<file path="config.mk">
export PLATFORM = sky130hd
export DESIGN_NAME = mips_trace_buffer_flat
export DESIGN_NICKNAME = d
export VERILOG_FILES = /design/src/rtl/mips_trace_buffer_if.sv /design/src/rtl/mips_trace_buffer.sv /design/src/flat_wrapper.sv
export SDC_FILE = /design/constraint.sdc
export NUM_CORES = 1
export LEC_CHECK = 0
export ABC_CLOCK_PERIOD_IN_PS = 5580
export CAP_MARGIN = 20
export CORE_MARGIN = 1
export CORE_UTILIZATION = 55
export CTS_BUF_LIST = sky130_fd_sc_hd__clkbuf_16
export CTS_CLUSTER_DIAMETER = 200
export DETAILED_ROUTE_END_ITERATION = 6
export DONT_BUFFER_PORTS = 1
export PLACE_DENSITY = 0.72
export SLEW_MARGIN = 25
export SYNTH_ARGS = -nofsm -noshare
export SYNTH_HDL_FRONTEND = slang
export SYNTH_SLANG_ARGS = --single-unit
export TNS_END_PERCENT = 20
</file>
<file path="constraint.sdc">
create_clock -name clk -period 5.58 [get_ports clk]
set_input_delay 0 -clock clk [delete_from_list [all_inputs] [get_ports clk]]
set_output_delay 0 -clock clk [all_outputs]
set_load 0.005 [all_outputs]
</file>
<file path="src/rtl/mips_trace_buffer_if.sv">
// mips_trace_buffer_if
//   Bundles the two data paths of the trace buffer into one interface.
//   Capture side:  cap_valid strobe plus the sample fields
//                  (inst_num, result, overflow, equal, carry).
//   Readout side:  rd_valid/rd_ready handshake and rd_data, the oldest unread entry.
//   Modports:
//     master - the sample producer and trace reader (the Mips side, a bench or a debug port)
//     slave  - the trace buffer itself
//   Entry layout on rd_data: {inst_num, overflow, equal, carry, result}.
interface mips_trace_buffer_if #(
  parameter int DATA_W = 32,
  parameter int INUM_W = 6
) ();
  localparam int ENTRY_W = INUM_W + 3 + DATA_W;

  logic               cap_valid;
  logic [INUM_W-1:0]  inst_num;
  logic [DATA_W-1:0]  result;
  logic               overflow;
  logic               equal;
  logic               carry;
  logic               rd_ready;
  logic               rd_valid;
  logic [ENTRY_W-1:0] rd_data;

  modport master (
    output cap_valid, inst_num, result, overflow, equal, carry, rd_ready,
    input  rd_valid, rd_data
  );

  modport slave (
    input  cap_valid, inst_num, result, overflow, equal, carry, rd_ready,
    output rd_valid, rd_data
  );
endinterface

</file>
<file path="src/rtl/mips_trace_buffer.sv">
// mips_trace_buffer
//   Armable circular trace buffer for the Mips ALU outputs.
//   After arm it records every strobed sample, keeping the newest DEPTH of them.
//   A flag-match trigger then opens a post-trigger window of POST_TRIG further samples.
//   When the window closes, the entries are read out oldest first.
//   Ports:
//     clk, rst_n             clock; synchronous active-low reset
//     arm, clear             control pulses (clear wins over arm)
//     trig_mask, trig_value  trigger: {ovf,eq,cy} masked compare
//     bus                    capture strobe/fields and readout handshake (slave modport)
//     state                  0 IDLE, 1 ARMED, 2 POST, 3 DONE
//     count                  entries held / remaining to read
//     lost                   pre-trigger entries overwritten (saturating)
module mips_trace_buffer #(
  parameter int DATA_W    = 32,
  parameter int INUM_W    = 6,
  parameter int DEPTH     = 16,
  parameter int POST_TRIG = 8
) (
  input  logic                     clk,
  input  logic                     rst_n,
  input  logic                     arm,
  input  logic                     clear,
  input  logic [2:0]               trig_mask,
  input  logic [2:0]               trig_value,
  mips_trace_buffer_if.slave       bus,
  output logic [1:0]               state,
  output logic [$clog2(DEPTH):0]   count,
  output logic [15:0]              lost
);
  localparam int ENTRY_W = INUM_W + 3 + DATA_W;
  localparam int PTR_W   = $clog2(DEPTH);
  localparam int CNT_W   = PTR_W + 1;

  typedef enum logic [1:0] {
    S_IDLE  = 2'd0,
    S_ARMED = 2'd1,
    S_POST  = 2'd2,
    S_DONE  = 2'd3
  } state_t;

  state_t             state_q, state_d;
  logic [PTR_W-1:0]   wr_ptr_q, wr_ptr_d;
  logic [PTR_W-1:0]   rd_ptr_q, rd_ptr_d;
  logic [CNT_W-1:0]   count_q, count_d;
  logic [CNT_W-1:0]   post_cnt_q, post_cnt_d;
  logic [15:0]        lost_q, lost_d;

  logic [ENTRY_W-1:0] mem [DEPTH];

  logic [2:0]         flags;
  logic               trig_hit;
  logic               start;
  logic               wr_en;
  logic               full;
  logic               rd_fire;
  logic               rd_valid_int;
  logic [CNT_W-1:0]   post_cnt_inc;
  logic [ENTRY_W-1:0] wr_entry;

  assign flags        = {bus.overflow, bus.equal, bus.carry};
  assign trig_hit     = bus.cap_valid && (((flags ^ trig_value) & trig_mask) == 3'b000);
  // Restart is allowed only from a quiescent state; a simultaneous clear overrides it.
  assign start        = arm && !clear && (state_q == S_IDLE || state_q == S_DONE);
  // Samples go straight into memory on the edge they are strobed (no input staging).
  assign wr_en        = bus.cap_valid && !clear && (state_q == S_ARMED || state_q == S_POST);
  assign full         = (count_q == CNT_W'(DEPTH));
  assign rd_valid_int = (state_q == S_DONE) && (count_q != '0);
  assign rd_fire      = rd_valid_int && bus.rd_ready && !clear && !start;
  assign post_cnt_inc = post_cnt_q + CNT_W'(1);
  assign wr_entry     = {bus.inst_num, bus.overflow, bus.equal, bus.carry, bus.result};

  // State register
  always_ff @(posedge clk) begin
    if (!rst_n) begin
      state_q <= S_IDLE;
    end else begin
      state_q <= state_d;
    end
  end

  // Next-state logic
  always_comb begin
    state_d = state_q;
    if (clear) begin
      state_d = S_IDLE;
    end else begin
      case (state_q)
        S_IDLE:  if (arm) state_d = S_ARMED;
        S_ARMED: if (trig_hit) state_d = (POST_TRIG == 0) ? S_DONE : S_POST;
        // The write that brings the window count up to POST_TRIG closes the window.
        S_POST:  if (bus.cap_valid && post_cnt_inc == CNT_W'(POST_TRIG)) state_d = S_DONE;
        S_DONE:  if (arm) state_d = S_ARMED;
        default: state_d = S_IDLE;
      endcase
    end
  end

  // Output logic
  always_comb begin
    state        = state_q;
    count        = count_q;
    lost         = lost_q;
    bus.rd_valid = rd_valid_int;
    // Zero-latency read from the registered pointer; held at zero when nothing is readable.
    bus.rd_data  = rd_valid_int ? mem[rd_ptr_q] : '0;
  end

  // Pointer / counter next values
  always_comb begin
    wr_ptr_d   = wr_ptr_q;
    rd_ptr_d   = rd_ptr_q;
    count_d    = count_q;
    post_cnt_d = post_cnt_q;
    lost_d     = lost_q;
    if (clear) begin
      // lost is deliberately kept so it can be inspected after an abort.
      wr_ptr_d   = '0;
      rd_ptr_d   = '0;
      count_d    = '0;
      post_cnt_d = '0;
    end else if (start) begin
      wr_ptr_d   = '0;
      rd_ptr_d   = '0;
      count_d    = '0;
      post_cnt_d = '0;
      lost_d     = '0;
    end else if (wr_en) begin
      wr_ptr_d = wr_ptr_q + PTR_W'(1);
      if (full) begin
        // Ring full: the oldest entry is overwritten, so the read side moves past it.
        rd_ptr_d = rd_ptr_q + PTR_W'(1);
        if (state_q == S_ARMED && lost_q != 16'hFFFF) begin
          lost_d = lost_q + 16'd1;
        end
      end else begin
        count_d = count_q + CNT_W'(1);
      end
      post_cnt_d = (state_q == S_ARMED) ? '0 : post_cnt_inc;
    end else if (rd_fire) begin
      rd_ptr_d = rd_ptr_q + PTR_W'(1);
      count_d  = count_q - CNT_W'(1);
    end
  end

  always_ff @(posedge clk) begin
    if (!rst_n) begin
      wr_ptr_q   <= '0;
      rd_ptr_q   <= '0;
      count_q    <= '0;
      post_cnt_q <= '0;
      lost_q     <= '0;
    end else begin
      wr_ptr_q   <= wr_ptr_d;
      rd_ptr_q   <= rd_ptr_d;
      count_q    <= count_d;
      post_cnt_q <= post_cnt_d;
      lost_q     <= lost_d;
    end
  end

  // Storage array; contents need no reset because count/rd_valid gate visibility.
  always_ff @(posedge clk) begin
    if (rst_n && wr_en) begin
      mem[wr_ptr_q] <= wr_entry;
    end
  end
endmodule
</file>
<file path="src/flat_wrapper.sv">
// flat-port wrapper written by rule: the top's interface ports become plain ports
module mips_trace_buffer_flat 
#(
  parameter int DATA_W    = 32,
  parameter int INUM_W    = 6,
  parameter int DEPTH     = 16,
  parameter int POST_TRIG = 8
)
  (clk, rst_n, arm, clear, trig_mask, trig_value, state, count, lost, bus_cap_valid, bus_inst_num, bus_result, bus_overflow, bus_equal, bus_carry, bus_rd_ready, bus_rd_valid, bus_rd_data);
  mips_trace_buffer_if #(.DATA_W(DATA_W), .INUM_W(INUM_W)) bus_i ();
  input  logic clk;
  input  logic rst_n;
  input  logic arm;
  input  logic clear;
  input  logic [2:0] trig_mask;
  input  logic [2:0] trig_value;
  output logic [1:0] state;
  output logic [$clog2(DEPTH):0] count;
  output logic [15:0] lost;
  input wire logic [$bits(bus_i.cap_valid)-1:0] bus_cap_valid;
  input wire logic [$bits(bus_i.inst_num)-1:0] bus_inst_num;
  input wire logic [$bits(bus_i.result)-1:0] bus_result;
  input wire logic [$bits(bus_i.overflow)-1:0] bus_overflow;
  input wire logic [$bits(bus_i.equal)-1:0] bus_equal;
  input wire logic [$bits(bus_i.carry)-1:0] bus_carry;
  input wire logic [$bits(bus_i.rd_ready)-1:0] bus_rd_ready;
  output wire logic [$bits(bus_i.rd_valid)-1:0] bus_rd_valid;
  output wire logic [$bits(bus_i.rd_data)-1:0] bus_rd_data;
  assign bus_i.cap_valid = bus_cap_valid;
  assign bus_i.inst_num = bus_inst_num;
  assign bus_i.result = bus_result;
  assign bus_i.overflow = bus_overflow;
  assign bus_i.equal = bus_equal;
  assign bus_i.carry = bus_carry;
  assign bus_i.rd_ready = bus_rd_ready;
  assign bus_rd_valid = bus_i.rd_valid;
  assign bus_rd_data = bus_i.rd_data;
  mips_trace_buffer #(.DATA_W(DATA_W), .INUM_W(INUM_W), .DEPTH(DEPTH), .POST_TRIG(POST_TRIG)) u_core (.clk(clk), .rst_n(rst_n), .arm(arm), .clear(clear), .trig_mask(trig_mask), .trig_value(trig_value), .bus(bus_i), .state(state), .count(count), .lost(lost));
endmodule
</file>
# Yosys cells after proc, flatten, opt, wreduce, memory -nomap -nowiden
# Memories as Yosys holds them, arrays and structs flattened. A register that Yosys moved wholly into a read port is not among the register bits.
# Cells that the tools add are included.
# totals
register_bits	36
latchBits	0
ramBits	656
rom_bits	0
in_bits	53
output_inout_bits	65
elab_cells	78
memories	1
# mem_list
memory	depth	word_bits	rd	rd_clocked_by_memory_dff	wr	line	rtl
u_core.mem	16	41	1	1	1	mips_trace_buffer.sv:49	logic [ENTRY_W-1:0] mem [DEPTH];
# op_classes
add_sub_neg	6
mul	0
div	0
order_cmp	0
eq_ne	11
n_shift	0
muxes	20
bitwise	4
n_reduce_logical	30
# ops
op	n
16-bit two-way mux	4
41-bit two-way mux	1
4-bit two-way mux	5
5-bit two-way mux	4
16-bit by 1-bit adder with 16-bit output (second input constant)	1
16-bit inequality test (second input constant)	1
1-bit logical AND	12
5-bit by 1-bit adder with 5-bit output (second input constant)	2
4-bit by 1-bit adder with 4-bit output (second input constant)	2
2-bit nonzero test	4
2-bit two-way mux	3
2-bit inequality test (second input constant)	3
2-bit case mux with 3 select lines	1
5-bit by 4-bit == test with 1-bit output (second input constant)	1
5-bit == test (second input constant)	1
5-bit nonzero test	1
5-bit by 1-bit subtractor with 5-bit output (second input constant)	1
2-bit == test (second input constant)	2
2-bit by 1-bit inequality test with 1-bit output (second input constant)	2
2-bit AND reduction	2
4-bit AND reduction	1
2-bit OR reduction	2
3-bit bitwise AND	1
3-bit zero test	1
other kinds (9)	13

# Longest topological paths before layout
# logic_depth
ltp_word	9
depth_mapped	11
depth_no_buf	10

# Worst setup path after synthesis
# Ideal clock, no wire load.
# synth_timing
kind	flip-flop to flip-flop
start	register u_core.state_q[0] (netlist: u_core.state[0])
end	memory u_core.mem[0][0] in the netlist's numbering (enable)
setup_ps	490
t_arrival_ps	4425
required_time_ps	5090
setup_slack_ps	665
path_stages_with_launch	7
path_buffers	1
period_less_slack_ps	4915
path_cell_list	dfxtp_1 inv_1 ha_1 nor3b_4 clkbuf_1 nand3_1 nor3_1
# synth_via
elab_chain_len	6
word_cells_on_any_way	7
classes_between	eq/ne: 2; mux: 2; reduce/logical: 3
# synth_rtl
item	line	rtl
from (decl)	mips_trace_buffer.sv:42	state_t state_q, state_d;
from (signal assigned)	mips_trace_buffer.sv:78	state_q <= state_d;
2-bit by 1-bit == test with 1-bit output / 2-bit == test (equally long branches)	mips_trace_buffer.sv:66	assign wr_en = bus.cap_valid && !clear && (state_q == S_ARMED || state_q == S_POST);
1-bit logical OR *	mips_trace_buffer.sv:66	
1-bit logical AND *	mips_trace_buffer.sv:66	
1-bit logical AND *	mips_trace_buffer.sv:164	if (rst_n && wr_en) begin
1-bit two-way mux *	mips_trace_buffer.sv:164	
1-bit two-way mux (implied by the code) *	mips_trace_buffer.sv:165	mem[wr_ptr_q] <= wr_entry;
to (decl)	mips_trace_buffer.sv:49	
# Mark *: on every way between the ends. The rest lies on a longest branch, timed or not.

==> run metrics <==
VDD IR max 0.000267 V; post-route minimum period 3.38 ns; RSZ-0062 raised after global routing false; total of warnings raised by yosys 0; Max stage delay on crit path 1.04 ns; core area 49100 µm²; Setup Buffers After CTS 0; Reg clk slew, reported paths 0.06 ns; Initial Util 56.0%; die height 225 µm; outcome complete, no violations; clock root buffer clkbuf_16; die area 50800 µm²; Slew Limit Fails 0; Syn Nets 1299; Final Cycle Share 60.5%; clock skew 0.0171 ns; CP max FO 66; placer congestion estimate 0.776; Clock Sinks 696; Pwr per Cell Area 334 nW/µm²; TritonCTS clock tree built; Min Hold Slack 0.0690 ns; cell mode on critical path mux4_2; Post-DRT Antenna Nets 0; Crit Reg-Reg Startpoint u_core.state[0]; Layout area overhead 13.1%; Mapped Area 27500 µm²; layout cells sized above 1 22.2%; endpoints failing setup 0; FF-to-FF path depth 7; initial antenna violation count 4; met1 WL 22.9 mm; CTS Hold Bufs 51; max cap viols 0; largest net degree at the start of global routing 67; Relative slew margins 29.3%; CTS H-tree lvls 3; CP Cell Sequence buf_4, mux4_2, mux4_2, and2_1; crit path launch type register; Synth Register Bits 696; CTS Buf Count 70; Worst Path Arrival 3.38 ns; R2R Path End u_core.mem[4][15]; Vias 12600; hpwl dp 30.5 mm; clk_lat worst skew 0.60 ns; Syn Inst Count 1230; Avg Synthesized Cell Area 22.3 µm²; worst-margin pin slew 1.06 ns; num ports 118; GRT Resource Usage Total 22.2%; Final nets 1389; design area 31000 µm²; CP endpoint kind output port; hold path cells 3; metal2 WL 27.8 mm; Seq/Total Area, Yosys 74.7%; Vias/cell 6.17; min-delay src clear; Leakage Power 9.56 nW; Post-DP Area 28300 µm²; Fmax 296 MHz; Post-route DRC 0; chip width 225 µm; first-pass GRT wire length 81.5 mm; total wire length 54.8 mm; Fin. Hold Viols 0; Iter 0 DRT Violations 1245; Clock Tree Buf Depth 3; met3 routed WL 2.85 mm; number of detailed-route iterations in the first pass 5; kind of critical path reg -> out; Pwr Total 10.4 mW; Overflow after GRT 0; ys async rst share 0%; Req. time, crit path 5.58 ns; # port buffers 0; Hold Crit Endpoint u_core.lost[11]; ys flop type edfxtp_1; post-layout util 63.3%; r2r setup slk 2.22 ns; DR top layer met5; vias in the first global route 12800; Synth cell types 58; Setup TNS Final 0 ns; Routed WL per cell 26.9 µm; class of the worst hold path in -> reg; Max stage delay cell, worst path dfxtp_4; Placement Rows 81; post_cts resized 0; Post-synth EDFFs 656
-- sequential cells by signal, summed over array words and instances, names as in the netlist, named ones only --
name / cells
u_core.post_cnt_q: 5
u_core.count: 5
u_core.mem: 656
u_core.lost: 16
u_core.wr_ptr_q: 4
u_core.rd_ptr_q: 4
u_core.state: 2
-- critical path, delay by kind of cell (launching register included) --
family                 cells  cell delay (ns)
multiplexers               2             0.91
buffers and inverters      1             0.60
AND/OR/NAND/NOR            1             0.19
flip-flops                 1             1.04
-- report_power, final --
part / total [mW] / internal, mW / switching (mW)
Combinational: 0.150 / 0.0464 / 0.104
Sequential: 5.71 / 5.71 / 0.00367
Clock: 4.50 / 2.64 / 1.87
Total: 10.4 / 8.39 / 1.97
-- metal layers --
layer,global-route usage [%],up-vias
met5,0,-
met4,6.39,4
met3,4.25,90
met2,36.4,399
met1,30.8,6704
li1,-,5384
-- synthesized netlist by cell type, drive strengths merged (4+ instances only) --
master,count,area [µm²]
and2,43,269
buf,32,293
mux2i,13,130
nand4,9,56.3
inv,10,37.5
nand2,27,101
dfxtp,40,801
xor2,9,78.8
o21ai,13,65.1
a21oi,23,123
xnor2,4,35.0
clkbuf,31,118
nor3,7,35.0
ha,15,188
mux4,205,4820
nand2b,11,68.8
nor2,27,101
edfxtp,656,19700
nand3,11,55.1
-- per-stage QoR --
step	instances	setup WS, ns
final	2040	2.20
after global routing	2038	2.05
after CTS	2036	2.13
after detailed placement	1859	2.25
after global placement	1859	2.31
after floorplan	1230	0.665
-- cell type report --
type                            count  area, µm²
Antenna cell                        2       5.00
Clock buffer                       73       1830
Clock inverter                     53        384
Fill cell                        3253      18000
Inverter                           10       37.5
Multi-Input combinational cell    461       6630
Sequential cell                   696      20500
Tap cell                          664        831
Timing Repair Buffer               81        813
-- placed cells by master, fill, tap and decap left out, types with 4 or more instances in the layout --
cell type,instances
a21oi_1,21
and2_1,43
buf_4,25
bufinv_16,6
clkbuf_16,73
clkinv_1,19
clkinv_2,11
dfxtp_1,36
dlygate4sd3_1,51
edfxtp_1,656
ha_1,15
inv_1,22
mux2i_1,13
mux4_1,53
mux4_2,152
nand2_1,27
nand2b_1,11
nand3_1,11
nand4_1,9
nor2_1,15
nor2_4,12
nor3_2,4
o21ai_0,12
xnor2_1,4
xor2_1,9
-- kinds of logic after synthesis --
logic type               after synthesis  share of synthesized area, %
flip-flops                           696                          74.7
multiplexers                         218                          18.0
AND/OR/NAND/NOR                      156                          3.15
buffers and inverters                 73                          1.63
AO/OA/AOI/OAI                         58                          1.35
adder cells (fa/ha/maj)               16                         0.757
XOR/XNOR                              13                         0.415
-- worst max path at each step --
stage,depth (start not counted),slack [ns],endpoint
floorplan,6,0.66,u_core.mem[0][0]
global placement,7,2.31,u_core.mem[7][8]
detailed placement,7,2.25,u_core.mem[7][8]
CTS,4,2.13,bus_rd_data[7]
global route,8,2.05,u_core.state[1]
finish,4,2.20,bus_rd_data[7]
Power figures use the tool's default switching activity.
